File: src/rtl/pa_riscv.sv
// Shared fetch-side definitions: FSM state encoding, buffer depth and
// default reset vector.
package pa_riscv;

  typedef enum logic [1:0] {
    S_RESET = 2'b00,
    S_RUN   = 2'b01,
    S_FAULT = 2'b10
  } fetchState_t;

  localparam int unsigned FETCH_DEPTH      = 2;
  localparam logic [31:0] RESET_PC_DEFAULT = 32'h0000_0000;

endpackage

File: src/rtl/fetch_unit_fetchBuffer.sv
// Two-entry {pc, instruction} FIFO feeding the core. Flush clears all
// entries; a push on a full buffer is only honoured alongside a pop.
module fetchBuffer
  import pa_riscv::*;
(
  input  logic        clk,
  input  logic        srst,
  input  logic        push,
  input  logic        pop,
  input  logic        flush,
  input  logic [31:0] pushPc,
  input  logic [31:0] pushInstr,
  output logic [31:0] headPc,
  output logic [31:0] headInstr,
  output logic [1:0]  count
);

  localparam logic [1:0] FULL = 2'(FETCH_DEPTH);

  logic [31:0] pcMem    [FETCH_DEPTH];
  logic [31:0] instrMem [FETCH_DEPTH];
  logic        rdPtr;
  logic        wrPtr;
  logic        doPush;
  logic        doPop;

  // Qualify push/pop against occupancy.
  always_comb begin
    doPop  = pop && (count != 2'd0);
    doPush = push && ((count != FULL) || doPop);
  end

  // Storage, pointers and occupancy.
  always_ff @(posedge clk) begin
    if (!srst) begin
      pcMem    <= '{default: '0};
      instrMem <= '{default: '0};
      rdPtr    <= 1'b0;
      wrPtr    <= 1'b0;
      count    <= '0;
    end else if (flush) begin
      rdPtr <= 1'b0;
      wrPtr <= 1'b0;
      count <= '0;
    end else begin
      if (doPush) begin
        pcMem[wrPtr]    <= pushPc;
        instrMem[wrPtr] <= pushInstr;
        wrPtr           <= ~wrPtr;
      end
      if (doPop) begin
        rdPtr <= ~rdPtr;
      end
      case ({doPush, doPop})
        2'b10:   count <= count + 2'd1;
        2'b01:   count <= count - 2'd1;
        default: count <= count;
      endcase
    end
  end

  assign headPc    = pcMem[rdPtr];
  assign headInstr = instrMem[rdPtr];

endmodule

File: src/rtl/fetch_unit.sv
// Instruction fetch unit: issues sequential word reads, tracks in-flight
// requests, buffers returned instructions and handles redirects.
// Optional macro FETCH_MISALIGN_CHECK_EN enables misaligned-redirect faulting.
module fetch_unit
  import pa_riscv::*;
#(
  parameter logic [31:0] RESET_PC = RESET_PC_DEFAULT
) (
  input  logic        i_clk,
  input  logic        i_srst,
  output logic        o_memReq,
  output logic [31:0] o_memAddress,
  input  logic        i_memGnt,
  input  logic        i_memValid,
  input  logic [31:0] i_memData,
  output logic        o_instrValid,
  output logic [31:0] o_instruction,
  output logic [31:0] o_pc,
  input  logic        i_instrReady,
  input  logic        i_redirect,
  input  logic [31:0] i_redirectPc,
  output logic        o_fault
);

  fetchState_t state;
  logic [31:0] fetchPc;
  logic [31:0] respPc;
  logic [31:0] targetPc;
  logic [1:0]  outstanding;
  logic [1:0]  outstandingNext;
  logic [1:0]  dropCount;
  logic [1:0]  count;
  logic        grant;
  logic        respValid;
  logic        respDrop;
  logic        push;
  logic        pop;
  logic        redirectTake;
`ifdef FETCH_MISALIGN_CHECK_EN
  logic        faultReg;
`endif

  // Request, response and redirect qualification.
  always_comb begin
`ifdef FETCH_MISALIGN_CHECK_EN
    targetPc = i_redirectPc;
`else
    targetPc = i_redirectPc & 32'hFFFF_FFFC;
`endif
    redirectTake = i_redirect && (state != S_FAULT);
    o_memReq     = (state == S_RUN) && !i_redirect &&
                   (({1'b0, outstanding} + {1'b0, count}) < 3'd2);
    grant        = o_memReq && i_memGnt;
    respValid    = i_memValid && (outstanding != 2'd0);
    respDrop     = respValid && (dropCount != 2'd0);
    push         = respValid && !respDrop && !redirectTake && (state != S_FAULT);
    pop          = o_instrValid && i_instrReady;
    case ({grant, respValid})
      2'b10:   outstandingNext = outstanding + 2'd1;
      2'b01:   outstandingNext = outstanding - 2'd1;
      default: outstandingNext = outstanding;
    endcase
  end

  // FSM, fetch pointer and in-flight bookkeeping. Responses return in order
  // and live requests are always sequential from the last redirect target, so
  // a single running respPc stands in for a per-request pc queue.
  always_ff @(posedge i_clk) begin
    if (!i_srst) begin
      state       <= S_RESET;
      fetchPc     <= RESET_PC;
      respPc      <= RESET_PC;
      outstanding <= '0;
      dropCount   <= '0;
`ifdef FETCH_MISALIGN_CHECK_EN
      faultReg    <= 1'b0;
`endif
    end else begin
      outstanding <= outstandingNext;
      if (state == S_RESET) begin
        state <= S_RUN;
      end
      if (redirectTake) begin
        fetchPc   <= targetPc;
        respPc    <= targetPc;
        dropCount <= outstandingNext;
`ifdef FETCH_MISALIGN_CHECK_EN
        if (i_redirectPc[1:0] != 2'b00) begin
          state    <= S_FAULT;
          faultReg <= 1'b1;
        end
`endif
      end else begin
        if (grant) begin
          fetchPc <= fetchPc + 32'd4;
        end
        if (respDrop) begin
          dropCount <= dropCount - 2'd1;
        end
        if (push) begin
          respPc <= respPc + 32'd4;
        end
      end
    end
  end

  fetchBuffer u_buffer (
    .clk       (i_clk),
    .srst      (i_srst),
    .push      (push),
    .pop       (pop),
    .flush     (redirectTake),
    .pushPc    (respPc),
    .pushInstr (i_memData),
    .headPc    (o_pc),
    .headInstr (o_instruction),
    .count     (count)
  );

  assign o_memAddress = fetchPc;
  assign o_instrValid = (count != 2'd0);
`ifdef FETCH_MISALIGN_CHECK_EN
  assign o_fault = faultReg;
`else
  assign o_fault = 1'b0;
`endif

endmodule

File: config.mk
export PLATFORM = sky130hd
export DESIGN_NAME = fetch_unit
export DESIGN_NICKNAME = d
export VERILOG_FILES = /design/src/rtl/pa_riscv.sv /design/src/rtl/fetch_unit_fetchBuffer.sv /design/src/rtl/fetch_unit.sv
export SDC_FILE = /design/constraint.sdc
export NUM_CORES = 1
export LEC_CHECK = 0
export BUFFER_PORTS_ARGS = -buffer_cell sky130_fd_sc_hd__buf_2
export CORE_MARGIN = 4
export CORE_UTILIZATION = 55
export CTS_CLUSTER_DIAMETER = 120
export DETAILED_ROUTE_END_ITERATION = 10
export HOLD_SLACK_MARGIN = 0.02
export PLACE_DENSITY = 0.88
export SLEW_MARGIN = 25
export SYNTH_ARGS = -nofsm -noshare
export SYNTH_HDL_FRONTEND = slang
export SYNTH_HIERARCHICAL = 1
export SYNTH_SLANG_ARGS = --single-unit
export TNS_END_PERCENT = 5
File: constraint.sdc
create_clock -name i_clk -period 3.1 [get_ports i_clk]
set_clock_uncertainty 0.1 [all_clocks]
set_input_delay 0.155 -clock i_clk [delete_from_list [all_inputs] [get_ports i_clk]]
set_output_delay 0.155 -clock i_clk [all_outputs]
set_load 0.02 [all_outputs]
Word level (Yosys, flattened, before mapping)
Index checks and enable logic that the tools add are counted.
{ "classes": {"n_addsub": 8, "n_lt_le_gt_ge": 4, "n_eq_ne": 5, "n_mux": 18, "bitwise_logic": 6, "n_reduce_logical": 24} }
{ "ops": {"columns": ["cell", "n"], "rows": [
  ["32-bit two-way mux", 11],
  ["64-bit bitwise mux", 2],
  ["32-bit by 3-bit adder with 32-bit output, second input constant", 2],
  ["32-bit demux with 1-bit select", 1],
  ["2-bit nonzero test", 7],
  ["1-bit logical AND", 11],
  ["2-bit case mux with 2 select lines", 2],
  ["2-bit by 1-bit subtractor with 2-bit output, second input constant", 3],
  ["2-bit by 1-bit adder with 2-bit output, second input constant", 2],
  ["2-bit by 1-bit == test with 1-bit output, second input constant", 2],
  ["2-bit == test, second input constant", 2],
  ["2-bit >= comparator, second input constant", 2],
  ["2-bit two-way mux", 2],
  ["1-bit NOT", 4],
  ["1-bit NOT with 2-bit output", 2],
  ["2-bit by 2-bit adder with 3-bit output", 1],
  ["3-bit by 2-bit < comparator with 1-bit output, second input constant", 1],
  ["1-bit zero test", 2],
  ["2-bit zero test", 1],
  ["2-bit by 1-bit < comparator with 1-bit output, second input constant", 1],
  ["2-bit inequality test, second input constant", 1],
  ["2-bit AND reduction", 1],
  ["2-bit OR reduction", 1],
  ["1-bit logical OR", 1]
]} }
{ "word_totals": {"ff_bits": 201, "output_inout_bits": 99, "wordCells": 79} }

Depth between registers and ports, before layout
Gate-level depths: netlist of run 1.
{ "depth": {"word_depth": 9, "depth_mapped": 10} }

Cells and area by module
The synthesis of run 1 kept the hierarchy.
{ "by_module_without_submodules": {"columns": ["module", "n_inst", "cells_per_inst", "area_per_inst_um2", "seq_area_each_um2"], "rows": [
  ["fetchBuffer", 1, 578, 5784.3, 2642.5],
  ["fetch_unit", 1, 481, 3814.9, 1301.2]
]} }

Least setup slack after synthesis of run 1
OpenSTA, ideal clock, no wires.
{ "synth_path": {"path_kind": "register to register", "start": "register outstanding[0]", "end": "register dropCount[1]", "setup_ns": 0.058, "arrival_ns": 2.918, "setup_slack_ns": 0.024, "stages_incl_launch_ff": 10, "period_less_slack_ns": 3.076, "cell_sequence": "dfxtp_1 -> buf_2 -> and2_1 -> fa_1 -> nor4b_2 -> nand2_1 -> ha_1 -> or3_1 -> a21oi_1 -> o21a_1"} }
{ "synth_via": {"elab_chain_len": 7, "word_cells_on_any_way": 14} }
{ "synth_rtl": {"columns": ["item", "line_no", "source"], "rows": [
  ["start, declared", "fetch_unit.sv:29", "logic [1:0] outstanding;"],
  ["start signal, assigned", "fetch_unit.sv:79", "outstanding <= outstandingNext;"],
  ["2-bit by 2-bit adder with 3-bit output *", "fetch_unit.sv:52", "(({1'b0, outstanding} + {1'b0, count}) < 3'd2);"],
  ["3-bit by 2-bit < comparator with 1-bit output *", "fetch_unit.sv:52", null],
  ["1-bit logical AND *", "fetch_unit.sv:51", "o_memReq = (state == S_RUN) && !i_redirect &&"],
  ["net o_memReq", "fetch_unit.sv:11", "output logic o_memReq,"],
  ["1-bit logical AND *", "fetch_unit.sv:53", "grant = o_memReq && i_memGnt;"],
  ["2-bit by 1-bit == test with 1-bit output or 2-bit == test (tied branches)", "fetch_unit.sv:58", "case ({grant, respValid})"],
  ["2-bit case mux with 2 select lines *", "fetch_unit.sv:58", null],
  ["2-bit two-way mux *", "fetch_unit.sv:83", "if (redirectTake) begin"],
  ["end signal, assigned", "fetch_unit.sv:86", "dropCount <= outstandingNext;"],
  ["end signal, assigned", "fetch_unit.sv:98", "dropCount <= dropCount - 2'd1;"],
  ["end, declared", "fetch_unit.sv:31", "logic [1:0] dropCount;"]
]} }
The timed path passes the listed nets; every way through them passes the cells marked *.
A chain may end at the register's enable or synchronous reset.

Worst setup path in the final report of run 1
{ "layout_path": {"start": "register outstanding[0]", "end": "register dropCount[1]"} }
{ "layout_via": {"elab_chain_len": 7, "word_cells_on_any_way": 14} }
{ "layout_rtl": {"columns": ["item", "line_no"], "rows": [
  ["2-bit by 2-bit adder with 3-bit output", "fetch_unit.sv:52"],
  ["3-bit by 2-bit < comparator with 1-bit output", "fetch_unit.sv:52"],
  ["1-bit logical AND", "fetch_unit.sv:51"],
  ["1-bit logical AND", "fetch_unit.sv:53"],
  ["2-bit by 1-bit == test with 1-bit output or 2-bit == test (tied branches)", "fetch_unit.sv:58"],
  ["2-bit case mux with 2 select lines", "fetch_unit.sv:58"],
  ["2-bit two-way mux", "fetch_unit.sv:83"]
]} }
Several ways; a longest one is shown, not always the timed one.

==> results of run 1 <==
layout by cell type, fill, tap and decap left out, types with 4 or more instances in the layout:
cell type / instances
buf_12: 4
xnor2_1: 17
a31oi_1: 22
or4_1: 14
or3_1: 12
mux2_2: 64
and3_1: 7
a21oi_1: 27
conb_1: 5
ha_1: 5
nand4_1: 20
o211ai_1: 5
a221o_1: 5
buf_4: 14
buf_2: 162
o31ai_1: 7
nor2_1: 21
dlygate4sd3_1: 52
inv_8: 4
clkinv_4: 4
nor3_1: 23
inv_6: 4
clkbuf_16: 17
xor2_1: 7
inv_1: 19
o311a_1: 7
nand3_1: 22
mux2i_1: 128
and4_1: 6
nand2_1: 235
nor4_1: 12
and2_1: 5
dfxtp_1: 196
o21ai_0: 48
worst max-delay path: stages, from the launching register on:
cell	delay, ps
dfxtp_1	550
and2_1	200
fa_1	470
nor4b_2	330
nand2_1	120
ha_1	320
or3_1	400
a21oi_1	170
o21a_1	130
kinds of logic (layout without fill, tap and decap cells):
group           Yosys count  after routing  synth area share
flops                   197            197             0.411
compound gates          142            142            0.0965
fa+ha+maj                 6              6           0.00860
simple gates            401            401             0.199
buf+inv                  96            286            0.0542
xor+xnor                 24             24            0.0219
other cells               1              5          0.000391
mux                     192            192             0.209
per-stage QoR:
step                      total power (W)  std cells  instance area, um^2  hold slack [ps]   util
after detailed placement          0.00332       1394                10500              337  0.609
after global placement            0.00330       1394                10500              329  0.609
after global routing              0.00569       1478                11600             25.8  0.673
after CTS                         0.00550       1478                11600             21.2  0.673
after floorplan                   0.00313       1063                 9610              214      -
final                             0.00550       1478                11600             38.7  0.673
flip-flops by register name, indices dropped and copies added, names as in the netlist:
| register | cells |
|---|---|
| state | 1 |
| respPc | 30 |
| u_buffer/instrMem | 64 |
| u_buffer/pcMem | 64 |
| o_memAddress | 30 |
| u_buffer/count | 2 |
| dropCount | 2 |
| u_buffer/wrPtr | 1 |
| outstanding | 2 |
| u_buffer/rdPtr | 1 |
power breakdown:
part	leakage, nW	internal (W)	switching (W)
combinational	3.05	0.000256	0.000357
sequential	1.60	0.00261	0.000109
clock	0.286	0.00109	0.00107
total	4.94	0.00396	0.00154
final cells by class:
cell class / instances / area (um^2)
Clock buffer: 18 / 439
Clock inverter: 14 / 136
Fill cell: 1311 / 5610
Inverter: 21 / 78.8
Multi-Input combinational cell: 770 / 5160
Sequential cell: 197 / 3950
Tap cell: 225 / 282
Timing Repair Buffer: 233 / 1530
worst min path at each step:
stage | startpoint | to | slack [ps] | cells past startpoint
final | i_redirectPc[8] | o_memAddress[8] | 40 | 3
after global routing | i_redirectPc[10] | o_memAddress[10] | 30 | 3
after CTS | i_redirectPc[17] | o_memAddress[17] | 20 | 3
after detailed placement | i_memData[17] | u_buffer/instrMem[17] | 340 | 3
after global placement | i_memData[11] | u_buffer/instrMem[11] | 330 | 3
after floorplan | i_redirectPc[12] | o_memAddress[12] | 210 | 2
routing by layer:
layer | global-route usage | share of wire
met5 | 0 | 0
met4 | 0.0892 | 0.027
met3 | 0.0498 | 0.069
met1 | 0.321 | 0.43
met2 | 0.415 | 0.48
==> flow_summary_export.csv, run 1 <==
group,metric,value,unit
status,outcome,"finished, final reports clean",
power,leakage,4.94,nW
timing,period_needed,2840,ps
yosys,yosysWarnings,6,
yosys,ys_seq_area_frac,0.411,
finish,nets,1316,
finish,drive_gt1_frac,0.235,
global_route,grt_pass1_wl,40.8,mm
finish,synthToLayoutAreaGrowth,20.5,%
placement,gp_congestion,0.895,
cts,htree_levels,4,
worst_setup_path,setup.worst_path.class,"register to register",
yosys,dominantRegCellSynth,"dfxtp_1",
worst_setup_path,reg2reg_depth,8,
routing,dr.pass1.iters,5,
cts,cts_buffers,17,
global_route,antenna_found_initial,0,
global_route,grt_max_degree,75,
timing,hold_viol_final,0,
worst_setup_path,crit-reg2reg-launch,"outstanding[0]",
routing,wl,25.0,mm
timing,slew_violations,0,
routing,viasPerCell,5.84,
finish,antenna_cells,0,
yosys,synth_cell_types,61,
floorplanning,chipHeight,140,um
yosys,synth_top_area_share,0.411,
global_route,grt-ovfl-total,0,
yosys,synth_edf_count,0,
timing,post-route-period-util,0.915,
floorplanning,die_area,19600,um^2
cts,cts_max_path_buffers,2,
routing,drtIter0Drc,619,
yosys,synthCells,1059,
timing,rsz0062_at_grt,"no",
routing,routedWlPerCell,16.9,um
cts,clock-sinks,197,
routing,drc,0,
yosys,synth_area_per_cell,9.06,um^2
yosys,synth_area_leaders,"dfxtp_1 (41%), mux2i_1 (13%), nand2_1 (9.2%), mux2_2 (7.5%), o21ai_0 (2.5%)",
worst_setup_path,crit_arrival,3120,ps
yosys,yosysMostFrequentCell,"nand2_1",
yosys,synth_seq_cells,197,
floorplanning,ios,169,
timing,fmax,352,MHz
cts,clockRootBuffer,"clkbuf_16",
cts,cts_resized,0,
timing,setup_viol_count_final,0,
worst_setup_path,setup.worst_path.end_class,"register",
worst_setup_path,regToRegEndpoint,"dropCount[1]",
min_path,hp-class,"input port to register",
cts,clock_latency,430,ps
floorplanning,core,17200,um^2
global_route,grt_use_total,0.249,
worst_setup_path,required,3380,ps
yosys,synth.cell_area,9600,um^2
worst_setup_path,rrSetupSlack,260,ps
timing,setup_ws,263,ps
cts,postCtsSetupBuffers,0,
flow_run,cap_violations,0,
global_route,grt_pass1_vias,8345,
worst_setup_path,start_kind,"register",
yosys,ys_top_cells_by_count,"nand2_1 (235), dfxtp_1 (197), mux2i_1 (128)",
floorplanning,die_w,140,um
worst_setup_path,crit_fanout,8,
placement,dp_hpwl,16.2,mm
power,ir_drop,0.429,mV
routing,ant_nets,0,
cts,cts-hold-fix-buffers,52,
placement,pre_cts_ws,338,ps
timing,relSlewSlack,0.370,
placement,port_buffers,163,
worst_setup_path,cp-startpoint,"outstanding[0]",
timing,tightest_slew,936,ps
power,power_density,475,nW/um^2
yosys,ys_async_sr_fraction,0,
floorplanning,row_count,48,
worst_setup_path,endpoint,"dropCount[1]",
cts,cts_tree,"yes",
yosys,yosysTopAreaCell,"dfxtp_1",
cts,path_clk_slew,80,ps
timing,fin_tns_setup,0,ps
floorplanning,initial_core_util,0.559,
routing,dr_total_vias,8631,
(Power assumes the default switching activity.)
==> run 2: changes to the inputs <==
--- a/config.mk
+++ b/config.mk
@@ -15,6 +15,5 @@
 export SLEW_MARGIN = 25
 export SYNTH_ARGS = -nofsm -noshare
 export SYNTH_HDL_FRONTEND = slang
-export SYNTH_HIERARCHICAL = 1
 export SYNTH_SLANG_ARGS = --single-unit
 export TNS_END_PERCENT = 5
==> run 2 against run 1 <==
Compared with the run above:
- sequential share of layout area grew 0.42 points
- global-route usage grew 3.3 points
- critical path depth is 2 higher
- critical path type unchanged
- worst hold slack got worse by 3.0 ps
- register-to-register slack got worse by 60 ps
- worst setup slack got worse by 56 ps
- die area decreased by 3.3%
- combinational power rose by 12%
- synthesized cell count rose by 5.2%
- cell count is 1.6% higher
- sequential power hardly changed
==> flow_summary_export.csv, run 2 <==
group,metric,value,unit
cts,htree_levels,4,
finish,nets,1344,
yosys,ys_top_cells_by_count,"nand2_1 (278), dfxtp_1 (193), a21oi_1 (111)",
timing,setup_viol_count_final,0,
routing,wl,27.1,mm
routing,drc,0,
cts,clockRootBuffer,"clkbuf_16",
worst_setup_path,rrSetupSlack,210,ps
worst_setup_path,cp-startpoint,"outstanding[0]",
placement,dp_hpwl,16.3,mm
yosys,synth_cell_types,67,
floorplanning,die_area,19000,um^2
timing,relSlewSlack,0.409,
worst_setup_path,crit_arrival,3120,ps
min_path,min_to,"o_memAddress[27]",
cts,postCtsSetupBuffers,0,
finish,fin_util,0.677,
floorplanning,ios,169,
finish,largest_reg_flops,64,
timing,rsz0062_at_grt,"no",
routing,wl_met2,13.2,mm
yosys,synth_top_area_share,0.417,
power,ir_drop,0.437,mV
yosys,dominantRegCellSynth,"dfxtp_1",
cts,clock_latency,430,ps
floorplanning,row_count,47,
worst_setup_path,required,3330,ps
timing,tightest_slew,887,ps
floorplanning,die_w,138,um
finish,multi_input_area,4990,um^2
finish,synthToLayoutAreaGrowth,20.8,%
worst_setup_path,crit-reg2reg-launch,"outstanding[0]",
finish,drive_gt1_frac,0.230,
timing,whs,35.7,ps
floorplanning,initial_core_util,0.561,
floorplanning,chipHeight,138,um
global_route,grt_max_degree,86,
worst_setup_path,setup.worst_path.end_class,"register",
flow_run,cap_violations,0,
cts,cts_max_path_buffers,2,
timing,post-route-period-util,0.933,
floorplanning,core,16500,um^2
finish,fillers,1273,
worst_setup_path,start_kind,"register",
finish,final_cell_mix,"nand2_1 (278), dfxtp_1 (192), buf_2 (161), a21oi_1 (111), mux2_2 (62)",
routing,routedWlPerCell,18.1,um
finish,top_register,"u_buffer.instrMem",
timing,fin_tns_setup,0,ps
global_route,grt_pass1_vias,8673,
placement,port_buffers,161,
min_path,hp-class,"input port to register",
cts,cts-hold-fix-buffers,46,
finish,layout_commonest_cell,"nand2_1",
yosys,yosysMostFrequentCell,"nand2_1",
yosys,synth_area_leaders,"dfxtp_1 (42%), nand2_1 (11%), mux2_2 (7.5%), a21oi_1 (6.0%), a21boi_0 (2.9%)",
routing,met1_length,10.5,mm
finish,antenna_cells,0,
power,leakage,4.25,nW
global_route,grt_pass1_wl,42.7,mm
yosys,yosysWarnings,0,
worst_setup_path,setup.worst_path.class,"register to register",
worst_setup_path,reg2reg_depth,10,
min_path,hold_path_depth,3,
routing,viasPerCell,6.08,
yosys,ys_seq_area_frac,0.417,
worst_setup_path,regToRegEndpoint,"dropCount[1]",
yosys,ys_async_sr_fraction,0,
timing,fmax,346,MHz
cts,clock-sinks,193,
worst_setup_path,crit_fanout,6,
cts,cts_resized,0,
timing,hold_viol_final,0,
yosys,synth_seq_cells,193,
yosys,yosysTopAreaCell,"dfxtp_1",
status,outcome,"finished, final reports clean",
routing,dr_total_vias,9128,
yosys,synth_area_per_cell,8.32,um^2
global_route,grt-ovfl-total,0,
yosys,synth.cell_area,9270,um^2
yosys,synthCells,1114,
global_route,grt_use_total,0.281,
timing,slew_violations,0,
cts,cts_buffers,17,
routing,dr.pass1.iters,7,
routing,top_layer,"met4",
cts,cts_tree,"yes",
yosys,synth_edf_count,0,
timing,period_needed,2890,ps
routing,drtIter0Drc,690,
cts,path_clk_slew,70,ps
routing,ant_nets,0,
finish,largest_registers,"u_buffer.instrMem x64, u_buffer.pcMem x60",
routing,wl_met3,2.24,mm
global_route,antenna_found_initial,0,
finish,seq_area,3860,um^2
power,power_density,514,nW/um^2
placement,gp_congestion,0.881,
min_path,hp-start,"i_redirectPc[27]",
-- run 2: cell types whose count changed after synthesis, sizes merged, moves of 8 or more --
cell and change:
a211oi +8, a21boi +42, a21oi +84, a311oi +8, a31oi -11, and4 +14, buf +10, inv -11
mux2i -128, nand2 +44, nand3 +11, nor4 +8, o21ai -16, or4 -10
-- run 2: area by class of cell --
class,instances,share of cell area
inverter,9,0.00313
clock inverter,14,0.0171
sequential,193,0.345
timing repair buffer,219,0.125
multi-input combinational,828,0.446
tap,220,0.0246
clock buffer,18,0.0392
-- run 2: how the worst max path moves through the flow --
stage                        end  slack, ps  depth (start not counted)
finish              dropCount[1]        210                         10
detailed placement  dropCount[1]        280                         10
CTS                 dropCount[1]        210                         10
global route        dropCount[1]        120                         10
floorplan           dropCount[1]        310                         11
global placement    dropCount[1]        300                         10
-- run 2: per-stage QoR --
stage          instances  total power, W  worst slack [ps]  instance area (um^2)
5_1_grt             1501         0.00595               117                 11200
3_3_place_gp        1423         0.00335               299                 10100
2_1_floorplan       1118         0.00315               312                  9280
6_report            1501         0.00575               207                 11200
4_1_cts             1501         0.00575               213                 11200
3_5_place_dp        1423         0.00337               276                 10100
-- run 2: cell families after synthesis --
kind of cell,synth area share
muxes,0.0753
buffers and inverters,0.0462
adders and majority gates,0.00891
AOI/OAI and AO/OA,0.167
xor gates and xnor gates,0.0265
other,0.000405
DFF,0.417
and+or+nand+nor,0.259
-- run 2: critical path, stage by stage, from the launching register on --
cell	delay, ps
dfxtp_1	450
and2_1	180
fa_1	460
or4b_4	590
inv_2	90
nand2_2	80
ha_1	190
xnor2_1	160
nor2_1	70
xor2_1	150
a31o_2	260
-- run 2: where the power goes --
part           switching (W)  internal, W  leakage, nW
Clock                0.00104      0.00132        0.304
Sequential          0.000127      0.00257         1.57
Combinational       0.000416     0.000272         2.37
-- run 2: per-layer routing --
metal | vias to the layer above | track usage
met5 | - | 0
met4 | 0 | 0.133
met2 | 496 | 0.490
li1 | 4234 | -
met3 | 109 | 0.0603
met1 | 4289 | 0.328
